File: config.mk
export PLATFORM = sky130hd
export DESIGN_NAME = vga_timing_gen
export DESIGN_NICKNAME = d
export VERILOG_FILES = /design/src/rtl/vga_pkg.sv /design/src/rtl/vga_sync_delay.sv /design/src/rtl/vga_timing_gen.sv
export SDC_FILE = /design/constraint.sdc
export NUM_CORES = 1
export LEC_CHECK = 0
export CAP_MARGIN = 5
export CORE_MARGIN = 2
export CORE_UTILIZATION = 47
export DETAILED_ROUTE_END_ITERATION = 16
export HOLD_SLACK_MARGIN = 0.06
export PLACE_DENSITY = 0.78
export SETUP_SLACK_MARGIN = 0.4
export SYNTH_ARGS = -nofsm -noshare
export SYNTH_HDL_FRONTEND = slang
export SYNTH_SLANG_ARGS = --single-unit
export TNS_END_PERCENT = 100
File: constraint.sdc
create_clock -name vga_clk -period 2.46 [get_ports vga_clk]
set_input_delay 0.492 -clock vga_clk [delete_from_list [all_inputs] [get_ports vga_clk]]
set_output_delay 0.492 -clock vga_clk [all_outputs]
set_load 0.05 [all_outputs]
File: src/rtl/vga_pkg.sv
// Shared VGA raster constants and coordinate type. The pixel stages import this
// as well, so their address scaling matches the timing generator.
package vga_pkg;

    typedef logic [9:0] coord_t;

    localparam int H_VISIBLE_DEF = 640;
    localparam int H_FRONT_DEF   = 16;
    localparam int H_SYNC_DEF    = 96;
    localparam int H_BACK_DEF    = 48;
    localparam int V_VISIBLE_DEF = 480;
    localparam int V_FRONT_DEF   = 10;
    localparam int V_SYNC_DEF    = 2;
    localparam int V_BACK_DEF    = 33;

    localparam int H_TOTAL = H_VISIBLE_DEF + H_FRONT_DEF + H_SYNC_DEF + H_BACK_DEF;
    localparam int V_TOTAL = V_VISIBLE_DEF + V_FRONT_DEF + V_SYNC_DEF + V_BACK_DEF;

endpackage

File: src/rtl/vga_sync_delay.sv
// Reset-to-1 shift register for the {hs, vs} pair, so the sync lines idle
// inactive (high) while the delay line is flushed by reset.
module vga_sync_delay #(
    parameter int DEPTH = 1
) (
    input  logic       vga_clk,
    input  logic       reset,
    input  logic [1:0] sync_in,
    output logic [1:0] sync_out
);

    generate
        if (DEPTH == 0) begin : g_bypass
            assign sync_out = sync_in;
        end else begin : g_pipe
            logic [1:0] stages [DEPTH];

            always_ff @(posedge vga_clk or posedge reset) begin
                if (reset) begin
                    for (int i = 0; i < DEPTH; i++) stages[i] <= 2'b11;
                end else begin
                    stages[0] <= sync_in;
                    for (int i = 1; i < DEPTH; i++) stages[i] <= stages[i-1];
                end
            end

            assign sync_out = stages[DEPTH-1];
        end
    endgenerate

endmodule

File: src/rtl/vga_timing_gen.sv
// 640x480@60 raster counters with registered blank/frame_start/sync decode.
// Syncs are delayed SYNC_DELAY cycles to line up with the registered pixel colour.
module vga_timing_gen
    import vga_pkg::*;
#(
    parameter int H_VISIBLE  = H_VISIBLE_DEF,
    parameter int H_FRONT    = H_FRONT_DEF,
    parameter int H_SYNC     = H_SYNC_DEF,
    parameter int H_BACK     = H_BACK_DEF,
    parameter int V_VISIBLE  = V_VISIBLE_DEF,
    parameter int V_FRONT    = V_FRONT_DEF,
    parameter int V_SYNC     = V_SYNC_DEF,
    parameter int V_BACK     = V_BACK_DEF,
    parameter int SYNC_DELAY = 1
) (
    input  logic   vga_clk,
    input  logic   reset,
    output coord_t DrawX,
    output coord_t DrawY,
    output logic   blank,
    output logic   hs,
    output logic   vs,
    output logic   frame_start
);

    localparam int H_TOT = H_VISIBLE + H_FRONT + H_SYNC + H_BACK;
    localparam int V_TOT = V_VISIBLE + V_FRONT + V_SYNC + V_BACK;

    localparam coord_t H_LAST   = coord_t'(H_TOT - 1);
    localparam coord_t V_LAST   = coord_t'(V_TOT - 1);
    localparam coord_t H_VIS_C  = coord_t'(H_VISIBLE);
    localparam coord_t V_VIS_C  = coord_t'(V_VISIBLE);
    localparam coord_t HS_BEGIN = coord_t'(H_VISIBLE + H_FRONT);
    localparam coord_t HS_END   = coord_t'(H_VISIBLE + H_FRONT + H_SYNC);
    localparam coord_t VS_BEGIN = coord_t'(V_VISIBLE + V_FRONT);
    localparam coord_t VS_END   = coord_t'(V_VISIBLE + V_FRONT + V_SYNC);

    coord_t hc, vc;
    coord_t hc_nxt, vc_nxt;
    logic   h_wrap;
    logic   blank_nxt, fs_nxt, hs_nxt, vs_nxt;
    logic   hs_raw, vs_raw;

    // Decode from the next-state counters so every flag is registered
    // alongside the coordinate it describes.
    always_comb begin
        h_wrap    = (hc == H_LAST);
        hc_nxt    = h_wrap ? '0 : hc + 1'b1;
        vc_nxt    = vc;
        if (h_wrap) begin
            vc_nxt = (vc == V_LAST) ? '0 : vc + 1'b1;
        end
        blank_nxt = (hc_nxt < H_VIS_C) && (vc_nxt < V_VIS_C);
        fs_nxt    = (hc_nxt == '0) && (vc_nxt == '0);
        hs_nxt    = !((hc_nxt >= HS_BEGIN) && (hc_nxt < HS_END));
        vs_nxt    = !((vc_nxt >= VS_BEGIN) && (vc_nxt < VS_END));
    end

    // Reset parks on the last pixel so the first edge after release lands on (0,0).
    always_ff @(posedge vga_clk or posedge reset) begin
        if (reset) begin
            hc          <= H_LAST;
            vc          <= V_LAST;
            blank       <= 1'b0;
            frame_start <= 1'b0;
            hs_raw      <= 1'b1;
            vs_raw      <= 1'b1;
        end else begin
            hc          <= hc_nxt;
            vc          <= vc_nxt;
            blank       <= blank_nxt;
            frame_start <= fs_nxt;
            hs_raw      <= hs_nxt;
            vs_raw      <= vs_nxt;
        end
    end

    assign DrawX = hc;
    assign DrawY = vc;

    vga_sync_delay #(
        .DEPTH(SYNC_DELAY)
    ) u_sync_delay (
        .vga_clk  (vga_clk),
        .reset    (reset),
        .sync_in  ({hs_raw, vs_raw}),
        .sync_out ({hs, vs})
    );

endmodule

==> metrics.txt, run 1 <==
final cell count without fillers 244; Core Util, Final approximately 70%; GRT Total Usage between 20 and 25%; GR Layer Usage met1 28.9%; Diodes inserted 0; crit share post-route 96.0%; Syn Area/Cell between 9 and 10 um2; met2 usage 37.1%; largest net degree at the start of global routing 27; Total Power 0.000733 W; critical path's top delay family simple AND/OR/NAND/NOR gates; Synth Instances 158; Clock Tree Root clkbuf_4; number of hold buffers added after CTS 0; slowest stage cell, crit path dfstp_4; power density over the cells 351 nW/um2; clk sink count 26; routing usage on met3 2.60%; Synth Cell Area 1480 um2; Initial Util 48.9%; WP data arrival 2.60 ns; layer with the highest usage met2; Post-synth top flop dfstp_2; global-route wire length before repair 6060 um; clock buffer depth 2; worst skew pair latency around 0.32 ns; sequential area share after synthesis 45.1%; clock transition at the registers of the reported paths 0.15 ns; unrepaired setup endpoints after global routing yes; Boundary Pins 26; crit path time final roughly 2.4 ns; final wirelength between 3000 and 4000 um; Seq cells post-synth 26; CP Max Fanout 4; detailed-route via count 1392; core area 3030 um2; CP cell instances ha_4, nand4_1, nor4_2, xnor2_1, inv_1, or4bb_1, nor4_2; number of routed nets with antenna violations 0; LEAKAGE 0.932 nW; DR WL/cell 15.6 um; placed cells 228; critical path class flip-flop to flip-flop; Area Overhead vs Synth 40.9%; Crit path required time approximately 2.7 ns; CP endpoint kind flip-flop; leading post-synthesis cells by cell area dfstp_2 (25%), dfrtp_1 (20%), xnor2_1 (4.1%); Die X 60.1 um; number of synthesized flops with an enable pin 0; Hold WS 0.367 ns; post-synthesis cell type count 46; CP most frequent cell nor4_2; nets@finish between 200 and 250; CP max stage delay 0.66 ns; CTS tree built; fmax 0.423 GHz; Buf/Inv on CP 1; fillers 233; worst-margin pin slew between 0.5 and 0.6 ns; vias per cell 5.70; fraction of registers with async set/reset 100%; Max-slew headroom between 60% and 70%; Detailed Routing Iterations Pass 1 4; Final HPWL DP 2490 um; # setup viols final 0; largest area contributor in the netlist dfstp_2; Max Cap Viol 0; Remaining DRCs 0; htree depth 1; final instance area about 2100 um2; die height around 60 um; Peak VDD IR 0.291 mV; Critical Path Start Type flip-flop; row count 20; most frequent cells after synthesis dfstp_2 (14), nand2_1 (14), dfrtp_1 (12), nor2_1 (12), o21ai_0 (11); Setup Skew 0.00891 ns; share of layout cells above drive strength 1 30.5%; # port buffers 25; initial antenna violation count 0; initial drt markers 53; dpl cell area 1840 um2; Final Slew Violations 0; grt total ovfl 0; class of the worst hold path flip-flop to flip-flop; GPL Wtd Cong just over 0.9; total CTS buffers 3; share of the synthesized area in the top cell type 24.9%; vias in the first global route 1335; Die ar. 3610 um2; final-report hold violation count 0; Mapped Nets 163; status completed; Yosys warning count 0
[metal layers]
| metal | share of wire, % | vias to the layer above |
|---|---|---|
| li1 | - | 651 |
| met1 | 41 | 677 |
| met2 | 51 | 48 |
| met3 | 4.4 | 16 |
| met4 | 3.8 | 0 |
| met5 | 0 | - |
[layout by cell type, fill, tap and decap left out, types with 2 or more instances in the layout]
cell type	n
or3_4	2
nor3_2	2
o21ai_0	10
a21oi_1	2
nor3_1	6
or2_2	2
nand4_1	5
buf_6	6
ha_1	2
nand3_1	9
clkbuf_4	3
dfrtp_1	12
nor2b_1	2
clkdlybuf4s50_1	3
inv_1	9
nor3_4	2
buf_4	14
nand2_1	14
xnor2_1	5
or3_1	2
o31ai_1	2
dfstp_2	12
o2111ai_1	2
nor2_1	11
xnor2_2	2
nor4_2	2
dlygate4sd2_1	22
dfstp_4	2
xor2_1	5
[logic make-up after synthesis]
kind of cell | synth area share (%)
AO/OA/AOI/OAI | 13.4
adder cells (fa/ha/maj) | 2.54
XOR/XNOR | 7.10
flip-flops | 45.1
AND/OR/NAND/NOR | 26.0
multiplexers | 0.676
buffers and inverters | 5.07
[stage by stage]
step / setup TNS [ns] / worst slack [ns]
CTS: 0 / 0.130
floorplan: 0 / 0.0821
global route: -0.0406 / -0.0406
global placement: 0 / 0.107
detailed placement: -0.00919 / -0.00919
finish: 0 / 0.0973
[sequential cells by signal, indices dropped and copies added (netlist names)]
name	count
u_sync_delay.sync_out	2
frame_start	1
DrawY	10
blank	1
DrawX	10
vs_raw	1
hs_raw	1
[power breakdown]
group / total [W] / switching (W) / internal [W] / leakage [nW]
clock network: 0.000293 / 0.000128 / 0.000165 / 0.0279
logic: 0.0000111 / 0.00000860 / 0.00000255 / 0.600
registers: 0.000429 / 0 / 0.000429 / 0.304
[layout make-up]
cell class                 count  area, um2  share of cell area [%]
sequential                    26        676                    32.4
clock inverter                 1       30.0                    1.44
clock buffer                   3       22.5                    1.08
tap                           44       55.1                    2.64
inverter                      10       37.5                    1.80
timing repair buffer          45        395                    19.0
multi-input combinational    115        870                    41.7
[repair_timing]
action	in CTS	in global routing
setup endpoints to repair	28	8
buffers inserted	9	3
pin swaps	9	5
hold endpoints to repair	0	0
gates resized for setup	35	13
[path summary, 6_finish.rpt]
path | from | endpoint | slack (ns) | cells after the start
min in group asynchronous | reset | frame_start$_DFF_PP0_ | 0.51 | 3
worst max register to register | DrawX[0]$_DFF_PP1_ | frame_start$_DFF_PP0_ | 0.1 | 7
max in group asynchronous | reset | DrawY[3]$_DFF_PP1_ | 1.65 | 3
worst min register to register | hs_raw$_DFF_PP1_ | u_sync_delay.sync_out[1]$_DFF_PP1_ | 0.37 | 0
worst min-delay path | hs_raw$_DFF_PP1_ | u_sync_delay.sync_out[1]$_DFF_PP1_ | 0.37 | 0
worst max-delay path | DrawX[0]$_DFF_PP1_ | frame_start$_DFF_PP0_ | 0.1 | 7
Power figures use the tool's default switching activity.
==> run 2: changes to the inputs <==
--- a/config.mk
+++ b/config.mk
@@ -5,9 +5,10 @@
 export SDC_FILE = /design/constraint.sdc
 export NUM_CORES = 1
 export LEC_CHECK = 0
-export CAP_MARGIN = 5
+export CAP_MARGIN = 20
 export CORE_MARGIN = 2
 export CORE_UTILIZATION = 47
+export CTS_CLUSTER_SIZE = 12
 export DETAILED_ROUTE_END_ITERATION = 16
 export HOLD_SLACK_MARGIN = 0.06
 export PLACE_DENSITY = 0.78
==> results of run 2 <==
Final layout, timing and power as in run 1 (identical DEF).
==> run 3: changes to the inputs <==
--- a/config.mk
+++ b/config.mk
@@ -11,7 +11,7 @@
 export CTS_CLUSTER_SIZE = 12
 export DETAILED_ROUTE_END_ITERATION = 16
 export HOLD_SLACK_MARGIN = 0.06
-export PLACE_DENSITY = 0.78
+export PLACE_DENSITY = 0.72
 export SETUP_SLACK_MARGIN = 0.4
 export SYNTH_ARGS = -nofsm -noshare
 export SYNTH_HDL_FRONTEND = slang
==> run 3 against run 2 <==
Critical path depth stayed put. Utilization rose by 0.37 points. Sequential share of layout area fell by 0.17 points. Via count grew 1.1%. Die area unchanged. Clock-buffer cell count stayed put. Register-to-register slack got worse by 0.07 ns. Combinational power decreased by 4%. Global-route usage up 0.50 points. Routed wire length rose by 2.5%. Critical path type unchanged.
==> metrics.txt, run 3 (same netlist as run 1, synthesis figures left out) <==
beginning of the critical path DrawX[0]$_DFF_PP1_ (unchanged); Max-slew headroom 67.1% (was 65.4%); global-route wire length before repair 6150 um (was 6060 um); Final Slew Violations 0 (unchanged); # port buffers 25 (unchanged); initial drt markers 83 (was 53); Boundary Pins 26 (unchanged); commonest cells after routing, fill and taps aside buf_4 (22), dlygate4sd2_1 (20), nand2_1 (14) (was dlygate4sd2_1 (22), nand2_1 (14), buf_4 (14)); Critical Path Start Type flip-flop (unchanged); Setup Skew 0.0127 ns (was 0.00891 ns); DR WL/cell 15.8 um (was 15.6 um); clk sink count 26 (unchanged); class of the worst hold path flip-flop to flip-flop (unchanged); total CTS buffers 3 (unchanged); worst-margin pin slew 0.492 ns (was 0.521 ns); die height 60.1 um (unchanged); core area 3030 um2 (unchanged); worst skew pair latency 0.32 ns (about the same); Initial Util 48.9% (unchanged); htree depth 1 (unchanged); Crit path required time 2.66 ns (was 2.70 ns); Setup crit end frame_start$_DFF_PP0_ (unchanged); final cell count without fillers 247 (was 244); # setup viols final 0 (unchanged); crit path time final 2.44 ns (was 2.36 ns); clock transition at the registers of the reported paths 0.15 ns (about the same); Die X 60.1 um (unchanged); Die ar. 3610 um2 (unchanged); Detailed Routing Iterations Pass 1 4 (unchanged); FF-to-FF path depth 7 (unchanged); row count 20 (unchanged); status completed (unchanged); Final HPWL DP 2530 um (was 2490 um); final wirelength 3900 um (was 3810 um); commonest non-fill, non-tap cell in the layout buf_4 (was dlygate4sd2_1); GPL Wtd Cong 0.907 (was 0.914); GRT Total Usage 22.9% (was 22.4%); worst reg2reg startpoint DrawX[0]$_DFF_PP1_ (unchanged); TNS Setup 0 ns (unchanged); Remaining DRCs 0 (unchanged); Max Cap Viol 0 (unchanged); slowest stage cell, crit path dfstp_4 (unchanged); CTS tree built (unchanged); nets@finish 209 (was 206); Area Overhead vs Synth 41.7% (was 40.9%); unrepaired setup endpoints after global routing yes (unchanged); vias in the first global route 1352 (was 1335); capturing point of the worst reg2reg path frame_start$_DFF_PP0_ (unchanged); number of routed nets with antenna violations 0 (unchanged); fillers 252 (was 233); grt total ovfl 0 (unchanged); Clock Tree Root clkbuf_4 (unchanged); reg2reg setup slack 0.02 ns (was 0.1 ns); Buf/Inv on CP 1 (unchanged); share of layout cells above drive strength 1 33.5% (was 30.5%); Peak VDD IR 0.252 mV (was 0.291 mV); CP cell instances ha_4, nand4_1, nor4_2, xnor2_1, inv_1, or4bb_1, nor4_1 (was ha_4, nand4_1, nor4_2, xnor2_1, inv_1, or4bb_1, nor4_2); vias per cell 5.70 (about the same); placed cells 229 (was 228); CP Max Fanout 4 (unchanged); crit share post-route 99.1% (was 96.0%); critical path's top delay family simple AND/OR/NAND/NOR gates (unchanged); final-report hold violation count 0 (unchanged); critical path class flip-flop to flip-flop (unchanged); Diodes inserted 0 (unchanged); initial antenna violation count 0 (unchanged); CP max stage delay 0.66 ns (about the same); detailed-route via count 1408 (was 1392); LEAKAGE 0.937 nW (was 0.932 nW); fmax 0.410 GHz (was 0.423 GHz); CP endpoint kind flip-flop (unchanged); clock buffer depth 2 (unchanged); largest net degree at the start of global routing 27 (unchanged); critical path depth in cells 7 (unchanged); power density over the cells 348 nW/um2 (was 351 nW/um2); WP data arrival 2.64 ns (was 2.60 ns)
[run 3: repair_timing]
| item | 4_1_cts | 5_1_grt |
|---|---|---|
| endpoints found under the setup margin | 28 | 11 |
| pin swaps | 12 | 0 |
| buffers inserted | 13 | 1 |
| endpoints found under the hold margin | 0 | 0 |
| resized for setup | 36 | 14 |
| hold buffers | 0 | 0 |
| cloned | 0 | 0 |
[run 3: where the power goes]
group / internal, W / switching (W) / total, W / leakage (nW)
Sequential: 0.000429 / 0 / 0.000429 / 0.304
Combinational: 0.00000255 / 0.00000814 / 0.0000107 / 0.605
Clock: 0.000165 / 0.000126 / 0.000291 / 0.0279
[run 3: final cells by class]
cell class / instances / area [um2] / area share (%)
multi-input cells: 115 / 880 / 41.9
flip-flops and latches: 26 / 676 / 32.2
repair buffers: 48 / 397 / 18.9
well taps: 44 / 55.1 / 2.63
inverters: 10 / 37.5 / 1.79
clock inverters: 1 / 30.0 / 1.43
clock buffers: 3 / 22.5 / 1.07
[run 3: layer usage]
layer  up-vias  share of wire (%)  track usage [%]
li1        655                  -                -
met1       687                 40             28.3
met2        55                 53             39.6
met3        11                4.0             3.03
met4         0                2.5             10.2
met5         -                  0                0
[run 3: worst reg2reg max path: stages, from the launching register on]
cell and delay, ns:
dfstp_4 0.66, ha_4 0.13, nand4_1 0.19, nor4_2 0.23, xnor2_1 0.19, inv_1 0.08
or4bb_1 0.49, nor4_1 0.35
[run 3: worst min-delay path by stage]
stage,start,endpoint,slack (ns),cells after the start
global route,vs_raw$_DFF_PP1_,u_sync_delay.sync_out[0]$_DFF_PP1_,0.37,0
finish,hs_raw$_DFF_PP1_,u_sync_delay.sync_out[1]$_DFF_PP1_,0.37,0
floorplan,vs_raw$_DFF_PP1_,u_sync_delay.sync_out[0]$_DFF_PP1_,0.35,0
detailed placement,vs_raw$_DFF_PP1_,u_sync_delay.sync_out[0]$_DFF_PP1_,0.35,0
global placement,vs_raw$_DFF_PP1_,u_sync_delay.sync_out[0]$_DFF_PP1_,0.35,0
CTS,vs_raw$_DFF_PP1_,u_sync_delay.sync_out[0]$_DFF_PP1_,0.37,0
[run 3: stage by stage]
stage | hold slack (ns) | setup slack [ns] | utilization, % | area [um2] | total power, W
final | 0.368 | 0.0230 | 69.3 | 2100 | 0.000730
after global routing | 0.374 | -0.0835 | 69.3 | 2100 | 0.000754
after CTS | 0.366 | 0.166 | 67.5 | 2040 | 0.000737
after detailed placement | 0.347 | 0.0324 | 61.2 | 1850 | 0.000447
after global placement | 0.346 | 0.105 | 61.2 | 1850 | 0.000447
after floorplan | 0.345 | 0.0821 | - | 1530 | 0.000442
